--- src/rtl/key_pkg.sv ---
// Shared definitions for the key debouncer: filter FSM encoding and the
// 50 MHz default timing constants also used by the LED stages.
package key_pkg;

    typedef enum logic [1:0] {
        IDLE    = 2'd0,
        FILT_DN = 2'd1,
        DOWN    = 2'd2,
        FILT_UP = 2'd3
    } key_fsm_e;

    localparam int CNT_20MS_50M = 999999;
    localparam int CNT_1S_50M   = 49999999;

endpackage

--- src/rtl/key_sync.sv ---
// Two-flop synchroniser plus one delay flop for the raw key; reports
// one-cycle fall/rise strobes of the synchronised level.
module key_sync (
    input  logic Clk,
    input  logic Reset,
    input  logic key_in,
    output logic key_fall,
    output logic key_rise
);

    logic s1, s2, s3;

    // All stages come out of reset as "released" so reset release cannot fake an edge.
    always_ff @(posedge Clk or posedge Reset) begin
        if (Reset) begin
            s1 <= 1'b1;
            s2 <= 1'b1;
            s3 <= 1'b1;
        end else begin
            s1 <= key_in;
            s2 <= s1;
            s3 <= s2;
        end
    end

    assign key_fall = s3 & ~s2;
    assign key_rise = ~s3 & s2;

endmodule

--- src/rtl/key_filter.sv ---
// Push-key debouncer: clean press/release pulses and a debounced level.
// Define KEY_LONG_PRESS_EN to build the long-hold detector driving key_long.
module key_filter
    import key_pkg::*;
#(
    parameter int CNT_FILT = CNT_20MS_50M,
    parameter int CNT_LONG = CNT_1S_50M
) (
    input  logic Clk,
    input  logic Reset,
    input  logic key_in,
    output logic key_press,
    output logic key_release,
    output logic key_state,
    output logic key_long
);

    localparam int FW = $clog2(CNT_FILT + 1);

    if (CNT_FILT < 1 || CNT_LONG < 1) begin : g_bad_param
        $error("key_filter: CNT_FILT and CNT_LONG must be >= 1");
    end

    logic          key_fall, key_rise;
    key_fsm_e      state, state_nxt;
    logic [FW-1:0] cnt, cnt_nxt;
    logic          press_nxt, release_nxt;

    key_sync u_sync (
        .Clk      (Clk),
        .Reset    (Reset),
        .key_in   (key_in),
        .key_fall (key_fall),
        .key_rise (key_rise)
    );

    // A bounce edge takes priority over a completed window.
    always_comb begin
        state_nxt   = state;
        press_nxt   = 1'b0;
        release_nxt = 1'b0;
        case (state)
            IDLE:    if (key_fall) state_nxt = FILT_DN;
            FILT_DN: begin
                if (key_rise) begin
                    state_nxt = IDLE;
                end else if (cnt == FW'(CNT_FILT)) begin
                    state_nxt = DOWN;
                    press_nxt = 1'b1;
                end
            end
            DOWN:    if (key_rise) state_nxt = FILT_UP;
            FILT_UP: begin
                if (key_fall) begin
                    state_nxt = DOWN;
                end else if (cnt == FW'(CNT_FILT)) begin
                    state_nxt   = IDLE;
                    release_nxt = 1'b1;
                end
            end
            default: state_nxt = IDLE;
        endcase
    end

    always_comb begin
        cnt_nxt = cnt;
        if (state_nxt != state)
            cnt_nxt = '0;
        else if (state == FILT_DN || state == FILT_UP)
            cnt_nxt = cnt + FW'(1);
    end

    always_ff @(posedge Clk or posedge Reset) begin
        if (Reset) begin
            state       <= IDLE;
            cnt         <= '0;
            key_press   <= 1'b0;
            key_release <= 1'b0;
            key_state   <= 1'b0;
        end else begin
            state       <= state_nxt;
            cnt         <= cnt_nxt;
            key_press   <= press_nxt;
            key_release <= release_nxt;
            if (press_nxt)
                key_state <= 1'b1;
            else if (release_nxt)
                key_state <= 1'b0;
        end
    end

`ifdef KEY_LONG_PRESS_EN
    localparam int LW = $clog2(CNT_LONG + 1);

    logic [LW-1:0] long_cnt;
    logic          long_fired;
    logic          long_counting;
    logic          long_hit;

    assign long_counting = (state == DOWN) || (state == FILT_UP);
    assign long_hit      = long_counting && (long_cnt == LW'(CNT_LONG)) && !long_fired;

    // Restart only on a new press, so bounce during release cannot re-arm the pulse.
    always_ff @(posedge Clk or posedge Reset) begin
        if (Reset) begin
            long_cnt   <= '0;
            long_fired <= 1'b0;
            key_long   <= 1'b0;
        end else if (press_nxt) begin
            long_cnt   <= '0;
            long_fired <= 1'b0;
            key_long   <= 1'b0;
        end else begin
            key_long <= long_hit;
            if (long_hit)
                long_fired <= 1'b1;
            if (long_counting && long_cnt != LW'(CNT_LONG))
                long_cnt <= long_cnt + LW'(1);
        end
    end
`else
    assign key_long = 1'b0;
`endif

endmodule

--- config.mk ---
export PLATFORM = sky130hd
export DESIGN_NAME = key_filter
export DESIGN_NICKNAME = d
export VERILOG_FILES = /design/src/rtl/key_pkg.sv /design/src/rtl/key_sync.sv /design/src/rtl/key_filter.sv
export SDC_FILE = /design/constraint.sdc
export NUM_CORES = 1
export LEC_CHECK = 0
export ABC_AREA = 1
export BUFFER_PORTS_ARGS = -buffer_cell sky130_fd_sc_hd__buf_2
export CAP_MARGIN = 20
export CORE_MARGIN = 2
export CORE_UTILIZATION = 46
export CTS_CLUSTER_DIAMETER = 30
export CTS_CLUSTER_SIZE = 28
export DETAILED_ROUTE_END_ITERATION = 10
export GPL_TIMING_DRIVEN = 0
export HOLD_SLACK_MARGIN = 0.06
export SETUP_SLACK_MARGIN = 0.2
export SLEW_MARGIN = 20
export SYNTH_ARGS = -nofsm -noshare
export SYNTH_HDL_FRONTEND = slang
export SYNTH_SLANG_ARGS = --single-unit
--- constraint.sdc ---
create_clock -name Clk -period 1.5 [get_ports Clk]
set_input_delay 0.15 -clock Clk [delete_from_list [all_inputs] [get_ports Clk]]
set_output_delay 0.15 -clock Clk [all_outputs]
set_load 0.02 [all_outputs]
==> metrics.md, run 1 <==
| Metric | Value |
|---|---|
| Status | `completed` |
| Reg2reg start | `cnt[1]` |
| Leak | `0.985 nW` |
| Final wirelength | `3630 um` |
| Worst slack, placed | `-0.0556 ns` |
| Synthesized cell area | `1630 um^2` |
| Synth unique cells | `25` |
| Port bufs | `5` |
| Row count | `21` |
| Placed instance area | `1730 um^2` |
| RSZ-0062 raised after global routing | `yes` |
| Root Driver | `clkbuf_4` |
| Net Sw Frac | `31.0%` |
| Final Hold Fails | `0` |
| Hold path start | `u_sync.s1` |
| Maximum root-to-sink buffer count | `2` |
| Hold Path Class | `flip-flop to flip-flop` |
| Syn Inst Count | `215` |
| Sequential share of power | `50.5%` |
| Max-Cap Viols | `0` |
| Main flop type after synthesis | `dfrtp_1` |
| Drt first-iter violations | `92` |
| Setup slack after layout | `0.0390 ns` |
| Number of synthesized register bits | `28` |
| Initial Util | `48.4%` |
| Util after Layout | `63.2%` |
| Final net count | `251` |
| DP Cell Count | `266` |
| Final setup vio count | `0` |
| Gpl congestion | `0.860` |
| First-pass GRT wire length | `6360 um` |
| CP Capture Type | `flip-flop` |
| I/O pin total | `7` |
| Num CTS Buffers | `3` |
| Crit Path Max Fanout | `4` |
| Sequential share of the synthesized area | `43.2%` |
| Worst Setup Start Kind | `flip-flop` |
| Synthesis-to-finish area growth | `30.6%` |
| Net Switching | `0.516 mW` |
| Setup_tns | `0 ns` |
| EDFF count, synth | `0` |
| FMAX | `0.684 GHz` |
| Internal power | `1.15 mW` |
| Post-route cell area | `2130 um^2` |
| CTS tree | `yes` |
| Ys async rst share | `100%` |
| Worst ir drop on vdd | `0.389 mV` |
| Crit path from | `cnt[1]` |
| Sink Count | `28` |
| Die Wd | `63.5 um` |
| CP Data Arrival Time | `1.75 ns` |
| Layout cells sized above 1 | `38.2%` |
| CP Class | `flip-flop to flip-flop` |
| Die Ht | `63.5 um` |
| Routed via count | `1450` |
| H-tree lvl count | `1` |
| PD cells | `781 nW/um^2` |
| Hpwl dp | `2470 um` |
| Remaining DRCs | `0` |
| Slew margin rel. | `61.2%` |
| Ant. Diodes | `0` |
| Die Area | `4030 um^2` |
| Core region area | `3360 um^2` |
| Synth Warn # | `0` |
| Antenna Violating Nets Remaining | `0` |
| Tmin final | `1.46 ns` |
| Initial antenna violation count | `0` |
| TritonRoute pass-1 iters | `4` |
| Layout Skew | `0.00529 ns` |
| Worst Path Required | `1.79 ns` |
| Vias in the first global route | `1452` |
| Actual slew at the worst max-slew pin | `0.581 ns` |
| Clock Latency Late Sink | `0.34 ns` |
| Via/cell ratio | `4.97` |
| Synth Net Count | `219` |
| Drt wl/cell | `12.4 um` |
| Period utilization | `97.4%` |
| Gr ovfl total | `0` |
| Clock share of power | `22.6%` |
| Fin cells | `292` |
| Clock transition at path regs | `0.15 ns` |
| Combinational share of power | `26.9%` |
| Total track usage | `19.7%` |
| Pins Over Slew Limit | `0` |
| Power Total | `1.66 mW` |
| Pin count of the biggest net entering global routing | `29` |
| Avg Synthesized Cell Area | `7.58 um^2` |
| Hold slack | `0.379 ns` |
## registers in the layout, summed over array words and instances, names as in the netlist
| register | cells |
|---|---|
| cnt | 20 |
| key_press | 1 |
| key_release | 1 |
| key_state | 1 |
| state | 2 |
| u_sync.s1 | 1 |
| u_sync.s2 | 1 |
| u_sync.s3 | 1 |
## layer usage
metal | routed length, um | global-route usage, %
met5 | 0 | 0
met2 | 1810 | 32.1
met4 | 68 | 7.88
met3 | 60 | 2.68
met1 | 1690 | 26.2
## cell type report
type	instances	area (um^2)
timing repair buffer	27	218
multi-input combinational	155	965
clock buffer	4	36.3
tap	46	57.6
sequential	28	708
fill	310	1240
buffer	4	35.0
inverter	28	108
## synth_stat cells, types with 2 or more instances
master / number / area (um^2)
dfstp_2: 3 / 78.8
o21ai_0: 2 / 10.0
nand2_2: 4 / 25.0
nor2_2: 3 / 18.8
nand3_1: 14 / 70.1
nand2_1: 52 / 195
xnor2_1: 2 / 17.5
nand3_2: 3 / 30.0
buf_4: 2 / 15.0
inv_1: 27 / 101
nor2_4: 2 / 22.5
nor2_1: 39 / 146
nand4_1: 13 / 81.3
xor2_1: 10 / 87.6
dfrtp_1: 25 / 626
nor3_1: 5 / 25.0
## final timing paths
kind	cells after the start	slack [ns]	to
max	9	0.04	cnt[16]
max in group asynchronous	3	0.69	cnt[8]
min in group asynchronous	3	0.39	key_state
max reg2reg	9	0.04	cnt[16]
min	0	0.38	u_sync.s2
min reg2reg	0	0.38	u_sync.s2
## power by group through the flow
stage / combinational (mW) / sequential, mW / clock [mW]
floorplan: 0.209 / 0.840 / 0
global placement: 0.260 / 0.847 / 0
detailed placement: 0.264 / 0.850 / 0
CTS: 0.403 / 0.837 / 0.394
global route: 0.495 / 0.844 / 0.425
finish: 0.447 / 0.838 / 0.376
## worst max-delay path, cell delays in order, from the launching register on
cell,delay [ns]
dfrtp_1,0.42
ha_4,0.16
inv_2,0.04
nor2_4,0.16
nand3_4,0.12
nor3_4,0.24
nand2_1,0.08
nand2_1,0.06
nand2_1,0.05
nor2_1,0.07
## cell usage in the layout (no fill, tap or decap), types with 2 or more instances in the layout
cell type | Yosys | routed
nand2_2 | 4 | 12
nand4_1 | 13 | 13
nor2_2 | 3 | 12
nand3_4 | 0 | 4
buf_2 | 1 | 6
dfstp_2 | 3 | 3
clkbuf_4 | 0 | 3
nand2_1 | 52 | 43
nand3_2 | 3 | 2
dfrtp_2 | 0 | 3
dfrtp_1 | 25 | 22
nor2_4 | 2 | 7
xor2_1 | 10 | 9
o21ai_1 | 0 | 2
nand3_1 | 14 | 11
nor3_1 | 5 | 2
nor3_2 | 0 | 3
nor2_1 | 39 | 25
xnor2_1 | 2 | 2
inv_2 | 1 | 8
buf_4 | 2 | 16
dlygate4sd3_1 | 0 | 2
buf_6 | 1 | 6
inv_1 | 27 | 19
## timing repair
item | 4_1_cts | 5_1_grt
endpoints found under the hold margin | 1 | 25
pin swaps | 11 | 18
hold buffers | 1 | 1
setup buffers | 9 | 10
cloned | 1 | 0
endpoints found under the setup margin | 25 | 25
gates resized for setup | 22 | 29
## cells by family after synthesis
logic type / count (synthesis) / share of synthesized area, %
AOI/OAI and AO/OA: 4 / 1.54
xor gates and xnor gates: 12 / 6.45
adders and majority gates: 1 / 0.768
buffers and inverters: 32 / 8.37
DFF: 28 / 43.2
other: 1 / 0.230
and+or+nand+nor: 137 / 39.4
Power figures use the tool's default switching activity.
==> inputs of run 2 (changes only) <==
--- a/config.mk
+++ b/config.mk
@@ -15,7 +15,7 @@
 export DETAILED_ROUTE_END_ITERATION = 10
 export GPL_TIMING_DRIVEN = 0
 export HOLD_SLACK_MARGIN = 0.06
-export SETUP_SLACK_MARGIN = 0.2
+export SETUP_SLACK_MARGIN = 0.5
 export SLEW_MARGIN = 20
 export SYNTH_ARGS = -nofsm -noshare
 export SYNTH_HDL_FRONTEND = slang
==> run 2 against run 1 <==
Sequential cell count unchanged. Global-route usage decreased by 1.0 points. Utilization decreased by 3.4 points. Clock-buffer cell count decreased by 1. Die area unchanged. Critical path depth decreased by 1. Critical path type unchanged. Largest power group unchanged.
==> metrics.md, run 2 (synthesis gave the netlist of run 1 again) <==
| Metric | Value |
|---|---|
| Largest reg by FF count | `cnt (unchanged)` |
| Sequential share of power | `47.8% (was 50.5%)` |
| CTS tree | `yes (unchanged)` |
| Drt first-iter violations | `83 (was 92)` |
| Hold Path Class | `flip-flop to flip-flop (unchanged)` |
| First-pass GRT wire length | `5980 um (was 6360 um)` |
| Reg2reg setup slack | `0.006 ns (was 0.04 ns)` |
| CP Data Arrival Time | `1.74 ns (was 1.75 ns)` |
| Synthesis-to-finish area growth | `23.5% (was 30.6%)` |
| TritonRoute pass-1 iters | `5 (was 4)` |
| H-tree lvl count | `1 (unchanged)` |
| Clock Latency Late Sink | `0.34 ns (about the same)` |
| Final wirelength | `3450 um (was 3630 um)` |
| Via/cell ratio | `5.01 (was 4.97)` |
| Worst Setup Start Kind | `flip-flop (unchanged)` |
| DP Cell Count | `266 (unchanged)` |
| Period utilization | `99.6% (was 97.4%)` |
| Internal power | `1.25 mW (was 1.15 mW)` |
| Num CTS Buffers | `3 (unchanged)` |
| Row count | `21 (unchanged)` |
| Final net count | `242 (was 251)` |
| Gr ovfl total | `0 (unchanged)` |
| Maximum root-to-sink buffer count | `2 (unchanged)` |
| Hpwl dp | `2380 um (was 2470 um)` |
| Ant. Diodes | `0 (unchanged)` |
| Max-Cap Viols | `0 (unchanged)` |
| Clock share of power | `28.7% (was 22.6%)` |
| Pin count of the biggest net entering global routing | `29 (unchanged)` |
| Hold Path Stages | `0 (unchanged)` |
| Worst r2r path cells | `8 (was 9)` |
| Routed via count | `1418 (was 1450)` |
| Final Hold Fails | `0 (unchanged)` |
| Total track usage | `18.6% (was 19.7%)` |
| Placed instance area | `1730 um^2 (unchanged)` |
| Die Ht | `63.5 um (unchanged)` |
| Net Sw Frac | `28.5% (was 31.0%)` |
| Tmin final | `1.49 ns (was 1.46 ns)` |
| Post-route cell area | `2010 um^2 (was 2130 um^2)` |
| Remaining DRCs | `0 (unchanged)` |
| PD cells | `870 nW/um^2 (was 781 nW/um^2)` |
| Net Switching | `0.499 mW (was 0.516 mW)` |
| Combinational share of power | `23.5% (was 26.9%)` |
| Actual slew at the worst max-slew pin | `0.578 ns (was 0.581 ns)` |
| Leading cell types in the layout, fill and taps excluded | `nand2_1 (45), nor2_1 (32), dfrtp_1 (25) (was nand2_1 (43), nor2_1 (25), dfrtp_1 (22))` |
| Port bufs | `5 (unchanged)` |
| Worst ir drop on vdd | `0.302 mV (was 0.389 mV)` |
| Drt wl/cell | `12.2 um (was 12.4 um)` |
| Layout cells sized above 1 | `28.7% (was 38.2%)` |
| RSZ-0062 raised after global routing | `yes (unchanged)` |
| Fill cells | `319 (was 310)` |
| Slew margin rel. | `61.4% (was 61.2%)` |
| Initial Util | `48.4% (unchanged)` |
| Die Area | `4030 um^2 (unchanged)` |
| Gpl congestion | `0.879 (was 0.860)` |
| Antenna Violating Nets Remaining | `0 (unchanged)` |
| Leak | `0.958 nW (was 0.985 nW)` |
| Worst Path Required | `1.75 ns (was 1.79 ns)` |
| Vias in the first global route | `1324 (was 1452)` |
| Layout Skew | `0.00272 ns (was 0.00529 ns)` |
| Max reg flops | `20 (unchanged)` |
| FMAX | `0.669 GHz (was 0.684 GHz)` |
| Core region area | `3360 um^2 (unchanged)` |
| Fin cells | `283 (was 292)` |
| Sink Count | `28 (unchanged)` |
| Status | `completed (unchanged)` |
| Commonest non-fill, non-tap cell in the layout | `nand2_1 (unchanged)` |
| Clock transition at path regs | `0.15 ns (about the same)` |
| Final setup vio count | `0 (unchanged)` |
| CP Class | `flip-flop to flip-flop (unchanged)` |
| Crit Path Max Fanout | `6 (was 4)` |
| Initial antenna violation count | `0 (unchanged)` |
| Die Wd | `63.5 um (unchanged)` |
| Root Driver | `clkbuf_4 (unchanged)` |
| Regs by FF count | `cnt: 20 flops, state: 2 flops (unchanged)` |
| I/O pin total | `7 (unchanged)` |
| CP Capture Type | `flip-flop (unchanged)` |
| Pins Over Slew Limit | `0 (unchanged)` |
run 2: cell count changes in the layout (fill, tap and decap cells not counted), sizes merged:
cell | previous run | this run
buf | 29 | 20
bufinv | 0 | 1
clkbuf | 4 | 3
run 2: final timing paths:
check,endpoint,startpoint
worst max-delay path,cnt[6],u_sync.s2
worst min-delay path,u_sync.s2,u_sync.s1
worst max register to register,cnt[6],u_sync.s2
worst min register to register,u_sync.s2,u_sync.s1
max in group asynchronous,cnt[7],Reset
min in group asynchronous,key_release,Reset
run 2: layout make-up:
type                            count  area, um^2  area share, %
Inverter                           28         105           5.22
Timing Repair Buffer               18         175           8.71
Buffer                              4        31.3           1.55
Sequential cell                    28         704           35.0
Tap cell                           46        57.6           2.86
Clock inverter                      1        30.0           1.49
Multi-Input combinational cell    155         886           44.0
Clock buffer                        3        22.5           1.12
run 2: critical path, stage by stage, from the launching register on:
cell and delay, ns:
dfstp_2 0.59, buf_12 0.10, nor2_4 0.04, nand2_2 0.08, nand3_4 0.10, buf_4 0.16
nand3_1 0.09, xor2_1 0.16, nor2_1 0.06
run 2: power groups by stage:
stage                     registers (mW)  logic (mW)  clock network, mW
final                              0.838       0.411              0.502
after global routing               0.845       0.463              0.542
after CTS                          0.838       0.381              0.517
after detailed placement           0.850       0.261                  0
after global placement             0.847       0.259                  0
after floorplan                    0.840       0.209                  0
run 2: metal layers:
layer	GRT usage, %	up-vias	routed length [um]
met5	0	-	0
met4	7.07	0	72
met3	2.14	7	153
met2	31.2	36	1680
met1	24.5	660	1540
li1	-	715	-
run 2: timing repair:
action / CTS / global route
endpoints found under the setup margin: 28 / 28
pin swaps: 8 / 7
buffers inserted: 7 / 3
resized for setup: 18 / 9
hold buffers: 1 / 1
gates cloned: 1 / 0
endpoints found under the hold margin: 1 / 25
run 2: stage by stage:
step | power (mW) | util (%) | hold WS, ns | setup TNS [ns] | setup slack, ns
floorplan | 1.05 | - | 0.154 | 0 | 0.159
detailed placement | 1.11 | 51.6 | 0.256 | -0.774 | -0.0767
finish | 1.75 | 59.8 | 0.367 | 0 | 0.00568
global route | 1.85 | 59.8 | 0.382 | -0.744 | -0.0723
CTS | 1.74 | 58.0 | 0.0744 | 0 | 0.0167
global placement | 1.11 | 51.6 | 0.255 | -0.456 | -0.0503
